## src/rtl/slicer_3d_stream.sv

```systemverilog
// slicer_3d_stream: captures a 3D array and streams an offset window out one plane per beat
module slicer_3d_stream #(
  parameter  int I3 = 4,
  parameter  int I2 = 4,
  parameter  int I1 = 8,
  parameter  int O3 = 2,
  parameter  int O2 = 2,
  parameter  int O1 = 2,
  localparam int W3 = (I3 > 1) ? $clog2(I3) : 1,
  localparam int W2 = (I2 > 1) ? $clog2(I2) : 1,
  localparam int W1 = (I1 > 1) ? $clog2(I1) : 1,
  localparam int WI = (O3 > 1) ? $clog2(O3) : 1
) (
  input  logic                             clk,
  input  logic                             rst,
  input  logic [I3-1:0][I2-1:0][I1-1:0]    in_data,
  input  logic [W3-1:0]                    in_off3,
  input  logic [W2-1:0]                    in_off2,
  input  logic [W1-1:0]                    in_off1,
  input  logic                             in_valid,
  output logic                             in_ready,
  output logic [O2-1:0][O1-1:0]            out_data,
  output logic [WI-1:0]                    out_idx,
  output logic                             out_first,
  output logic                             out_last,
  output logic                             out_valid,
  input  logic                             out_ready,
  output logic                             busy
);
  localparam int J2 = (O2 > 1) ? $clog2(O2) : 1;
  localparam int J1 = (O1 > 1) ? $clog2(O1) : 1;
  localparam int S3 = ((W3 > WI) ? W3 : WI) + 1;
  localparam int S2 = ((W2 > J2) ? W2 : J2) + 1;
  localparam int S1 = ((W1 > J1) ? W1 : J1) + 1;

  typedef enum logic {IDLE, SEND} state_t;

  state_t                        state_q, state_d;
  logic [WI-1:0]                 k_q, k_d;
  logic [I3-1:0][I2-1:0][I1-1:0] data_q, data_d;
  logic [W3-1:0]                 off3_q, off3_d;
  logic [W2-1:0]                 off2_q, off2_d;
  logic [W1-1:0]                 off1_q, off1_d;
  logic [O2-1:0][O1-1:0]         win;
  logic [S3-1:0]                 s3;
  logic                          send, last, fire_out;

  assign send      = state_q == SEND;
  assign last      = k_q == WI'(O3 - 1);
  assign fire_out  = send && out_ready;
  assign out_valid = send;
  assign busy      = send;
  assign out_idx   = k_q;
  assign out_first = send && k_q == '0;
  assign out_last  = send && last;
  assign out_data  = send ? win : '0;

  // Window decode works only from the held copy and k, so in_data never reaches out_data directly.
  assign s3 = S3'(off3_q) + S3'(k_q);
  for (genvar j = 0; j < O2; j++) begin : g_r
    logic [S2-1:0] s2;
    assign s2 = S2'(off2_q) + S2'(j);
    for (genvar b = 0; b < O1; b++) begin : g_b
      logic [S1-1:0] s1;
      assign s1 = S1'(off1_q) + S1'(b);
      assign win[j][b] = (s3 < S3'(I3) && s2 < S2'(I2) && s1 < S1'(I1))
                         ? data_q[s3[W3-1:0]][s2[W2-1:0]][s1[W1-1:0]] : 1'b0;
    end
  end

  // Handshake control: accept when idle or while the final beat leaves, otherwise step k.
  always_comb begin
    state_d  = state_q;
    k_d      = k_q;
    data_d   = data_q;
    off3_d   = off3_q;
    off2_d   = off2_q;
    off1_d   = off1_q;
    in_ready = !send || (fire_out && last);
    if (in_valid && in_ready) begin
      state_d = SEND;
      k_d     = '0;
      data_d  = in_data;
      off3_d  = in_off3;
      off2_d  = in_off2;
      off1_d  = in_off1;
    end else if (fire_out) begin
      state_d = last ? IDLE : SEND;
      k_d     = last ? '0 : k_q + WI'(1);
    end
  end

  // State and holding registers; reset wins over any simultaneous handshake.
  always_ff @(posedge clk) begin
    if (rst) begin
      state_q <= IDLE;
      k_q     <= '0;
      data_q  <= '0;
      off3_q  <= '0;
      off2_q  <= '0;
      off1_q  <= '0;
    end else begin
      state_q <= state_d;
      k_q     <= k_d;
      data_q  <= data_d;
      off3_q  <= off3_d;
      off2_q  <= off2_d;
      off1_q  <= off1_d;
    end
  end
endmodule

```

## config.mk

```make
export PLATFORM = sky130hd
export DESIGN_NAME = slicer_3d_stream
export DESIGN_NICKNAME = d
export VERILOG_FILES = /design/src/rtl/slicer_3d_stream.sv
export SDC_FILE = /design/constraint.sdc
export NUM_CORES = 1
export LEC_CHECK = 0
export CAP_MARGIN = 30
export CORE_MARGIN = 5
export CORE_UTILIZATION = 52
export CTS_CLUSTER_SIZE = 40
export DETAILED_ROUTE_END_ITERATION = 8
export GPL_TIMING_DRIVEN = 0
export PLACE_DENSITY = 0.81
export SLEW_MARGIN = 20
export SYNTH_ARGS = -nofsm -noshare
export SYNTH_HDL_FRONTEND = slang
export SYNTH_SLANG_ARGS = --single-unit
export TNS_END_PERCENT = 30
```

## constraint.sdc

```tcl
create_clock -name clk -period 3.3 [get_ports clk]
set_input_delay 0.495 -clock clk [delete_from_list [all_inputs] [get_ports clk]]
set_output_delay 0.495 -clock clk [all_outputs]
set_load 0.05 [all_outputs]
```

[Word level (Yosys, flattened, before mapping)]
Index checks and enable logic that the tools add are counted.
Word-level totals
  memories: 0
  bits in writable memories: 0
  register bits after elaboration: 137
  logic and storage cells: 74
  bits in latches: 0
  memory bits (read-only): 0
  bits of input ports: 139
  output and inout bits: 10
Operators by class
  shift-type cells: 0
  add/sub/neg operators: 4
  magnitude comparators: 10
  equality and inequality tests: 0
  reduce and logical (&&, ||, !) cells: 15
  bitwise gates (word level): 1
  muxes and demuxes: 23
  multipliers: 0
  divide/modulo/power cells: 0
Operators by type and width (number)
  binary-select mux 32 bit (select 2 bit): 1
  binary-select mux 8 bit (select 2 bit): 2
  2-to-1 mux 32 bit: 1
  2-to-1 mux 8 bit: 2
  binary-select mux 1 bit (select 3 bit): 4
  < comparator 2 x 3 -> 1 bit (second input constant): 4
  < comparator 3 x 4 -> 1 bit (second input constant): 3
  2-to-1 mux 1 bit: 12
  logical AND 1 bit: 11
  < comparator 3 bit (second input constant): 2
  adder 3 x 1 -> 4 bit (second input constant): 1
  < comparator 4 bit (second input constant): 1
  2-to-1 mux 4 bit: 1
  adder 2 x 1 -> 3 bit: 1
  adder 2 x 1 -> 3 bit (second input constant): 1
  nonzero test 2 bit: 1
  OR reduction 2 bit: 1
  adder 1 bit (second input constant): 1
  zero test 1 bit: 1
  logical OR 1 bit: 1
  inverter 1 bit: 1

[Depth between registers and ports, before layout]
  depth in word-level cells: 9
  gate-level depth with buffers: 12
  depth with buffers taken out: 8

[Least setup slack after synthesis]
OpenSTA, ideal clock, no wires.
  path kind: reg-to-output
  start: register k_q, in the netlist out_idx
  end: output port out_data[3] (netlist name)
  data required time: 2.805 ns
  path slack: -0.954 ns
  stages on the path, launching flop included: 13
  buffers on the path: 4
  data arrival time: 3.759 ns
  cells stage by stage: dfxtp_1 > ha_1 > ha_1 > buf_6 > buf_12 > buf_12 > buf_6 > mux4_2 > mux2i_1 > mux2_2 > a32oi_1 > o2111ai_1 > a311oi_1
RTL lines
  from (decl): RTL line 39  | logic [WI-1:0] k_q, k_d;
  from (signal assigned): RTL line 104  | k_q <= k_d;
  to (decl): RTL line 22  | output logic [O2-1:0][O1-1:0] out_data,

==> key figures <==
Final layout
  – Final-stage net count: about 1200
  – Diode count: 0
  – P&R area growth vs syn: 37.8%
  – Layout cells sized above 1: 0.135

Outcome
  – Outcome: finished with violations
  – Failing checks: negative setup slack

Clock network
  – TritonCTS buffer count: 17
  – Clk sinks: roughly 140
  – Clk buf depth: 2
  – CTS clock-pin slew for the worst setup and hold paths: 60 ps
  – CTS tree: yes
  – Root Buffer: clkbuf_16
  – H-tree depth reported by CTS: 4
  – Cts hold-fix bufs: 0
  – Skew-Pair Late Insertion Delay: 430 ps

Placed design
  – Worst slack, placed: -826 ps
  – Hpwl dp: 18200 um
  – PortBufs: ~150
  – GPL Wtd Cong: 0.999

Synthesis
  – Register area share after synthesis: 0.385
  – Primary FF master, synth: dfxtp_1
  – Async set or reset register ratio after synthesis: 0
  – Cell variety after synth: 54
  – Most common cell in the synthesized netlist: nand2_1
  – Syn Nets: 983
  – Largest cells by area after synthesis: dfxtp_1, nand2_1, a21oi_1
  – Post-Synthesis Cells: 840
  – Top cell type's share of synthesized area: 0.385
  – Cell Area, Synth: between 7000 and 8000 um2
  – Top cell type by total area after synthesis: dfxtp_1
  – Synth warn: 0
  – EDFF count, synth: 0
  – Top cells by count, synth: nand2_1, a21oi_1, dfxtp_1
  – Syn_area_per_cell: 8.47 um2
  – Yosys reg bits: 137

STA
  – Endpoints failing hold: 0
  – Worst slew margin: 0.413
  – Worst slew pin tran: 881 ps
  – Setup WS post-layout: -502 ps
  – Final Max Tran Viols: 0
  – # setup viols final: 4
  – Final period utilization: 1.15
  – Highest clock rate: 0.263 GHz
  – Crit path time final: 3800 ps
  – Worst Skew: 8.63 ps
  – RSZ-0062 raised after global routing: true

Power and ir drop
  – PwrDens: 506 nW/um2
  – Static Leak: 3.61 nW
  – VDD IR max: 0.000346 V
  – Total power: 4.96 mW

GRT
  – First-pass GRT wire length: 38100 um
  – GRT Overall Usage: 0.308
  – Grt total ovfl: 0
  – Pin count of the biggest net entering global routing: 17
  – Vias in the first global route: 6984
  – Initial antenna violation count: 0

Critical path
  – Crit path launch type: register
  – CP Class: register to output pin
  – WP data required: between 2000 and 3000 ps
  – Arrival time worst endpoint: 3310 ps
  – Critical path fanouts, max: 6
  – Worst setup EP type: output pin

Die
  – Io pins: approximately 150
  – Num rows: 42
  – DIE AREA: roughly 16000 um2
  – Initial core utilization: 0.533
  – Die X: ~130 um
  – Die Y: 127 um
  – Core area: 13300 um2

Route
  – WL/cell: 20.8 um
  – Drc violations: 0
  – Via-to-Cell Ratio: 5.92
  – DR iter-0 viols: 608
  – Drt first pass iters: 5
  – Post-route ant nets: 0
  – Total number of vias: 7141
  – Post-Route WL: 25100 um

Min path
  – Hold Path Class: register to register

Flow run
  – # Max-Cap Violations: 0
[flip-flops by register name, summed over array words and instances (netlist names)]
| register | flops |
|---|---|
| busy | 1 |
| data_q | 128 |
| off1_q | 3 |
| off2_q | 2 |
| off3_q | 2 |
| out_idx | 1 |
[cell families (layout without fill, tap and decap cells)]
logic type	Yosys count	count (layout)	synth area share
and+or+nand+nor	332	332	0.187
AOI/OAI and AO/OA	193	193	0.155
DFF	137	137	0.385
muxes	95	95	0.206
buffers and inverters	77	267	0.0578
adders and majority gates	4	4	0.00703
xor gates and xnor gates	2	2	0.00246
[worst max-delay path, stage by stage, from the launching register on]
cell     delay, ps
dfxtp_4        350
ha_4           160
ha_4           270
buf_12         120
buf_12         140
buf_12         140
mux2_4         320
mux4_2         530
o311a_1        310
o311a_1        360
buf_6          160
[power breakdown]
| group | internal, mW | switching [mW] |
|---|---|---|
| clock | 1.29 | 0.766 |
| sequential | 1.75 | 0.0760 |
| combinational | 0.518 | 0.554 |
[final cells by class]
| class | instances | area (um2) |
|---|---|---|
| inverters | 6 | 22.5 |
| clock inverters | 13 | 193 |
| well taps | 176 | 220 |
| fillers | 1041 | 3540 |
| repair buffers | 159 | 1630 |
| flip-flops and latches | 137 | 2750 |
| plain buffers | 70 | 427 |
| clock buffers | 19 | 443 |
| multi-input cells | 626 | 4120 |
[metrics by stage]
step / util / hold slack, ps / cell area (um2) / cells / setup TNS (ps)
after floorplan: - / 432 / 7180 / 840 / -28.3
after global placement: 0.665 / 438 / 8870 / 1163 / -21040
after detailed placement: 0.666 / 444 / 8890 / 1164 / -3120
after CTS: 0.734 / 453 / 9790 / 1205 / -1760
after global routing: 0.735 / 475 / 9810 / 1206 / -2090
final: 0.735 / 453 / 9810 / 1206 / -1860
[path summary, 6_finish.rpt]
path | cells past startpoint | start | slack [ps] | end
worst min register to register | 2 | data_q[34] | 450 | data_q[34]
worst max-delay path | 10 | out_idx | -500 | out_data[0]
worst min-delay path | 2 | data_q[34] | 450 | data_q[34]
worst max register to register | 8 | out_idx | 540 | data_q[57]
[cells in the final DEF, fill, tap and decap left out, types with 5 or more instances in the layout]
cell	n
buf_12	7
nand3_1	8
clkbuf_16	17
mux4_2	31
nand2b_1	6
mux4_1	5
mux2_4	6
clkbuf_1	45
a22oi_1	14
a21oi_1	139
mux2i_1	41
buf_4	12
o21ai_0	8
nor2_1	11
buf_1	5
nand2_1	288
clkdlybuf4s50_1	143
dfxtp_1	135
buf_2	5
mux2_2	6
buf_6	11
[metal layers]
metal | GRT usage | share of wire
met5 | 0 | 0
met4 | 0.114 | 0.033
met3 | 0.0835 | 0.098
met2 | 0.488 | 0.46
met1 | 0.405 | 0.41
[what timing repair did]
| item | in CTS | in global routing |
|---|---|---|
| endpoints found under the setup margin | 4 | 4 |
| pin swaps | 7 | 4 |
| gates resized for setup | 57 | 3 |
| buffers inserted | 8 | 1 |
| gates cloned | 2 | 0 |
Power figures use the tool's default switching activity.
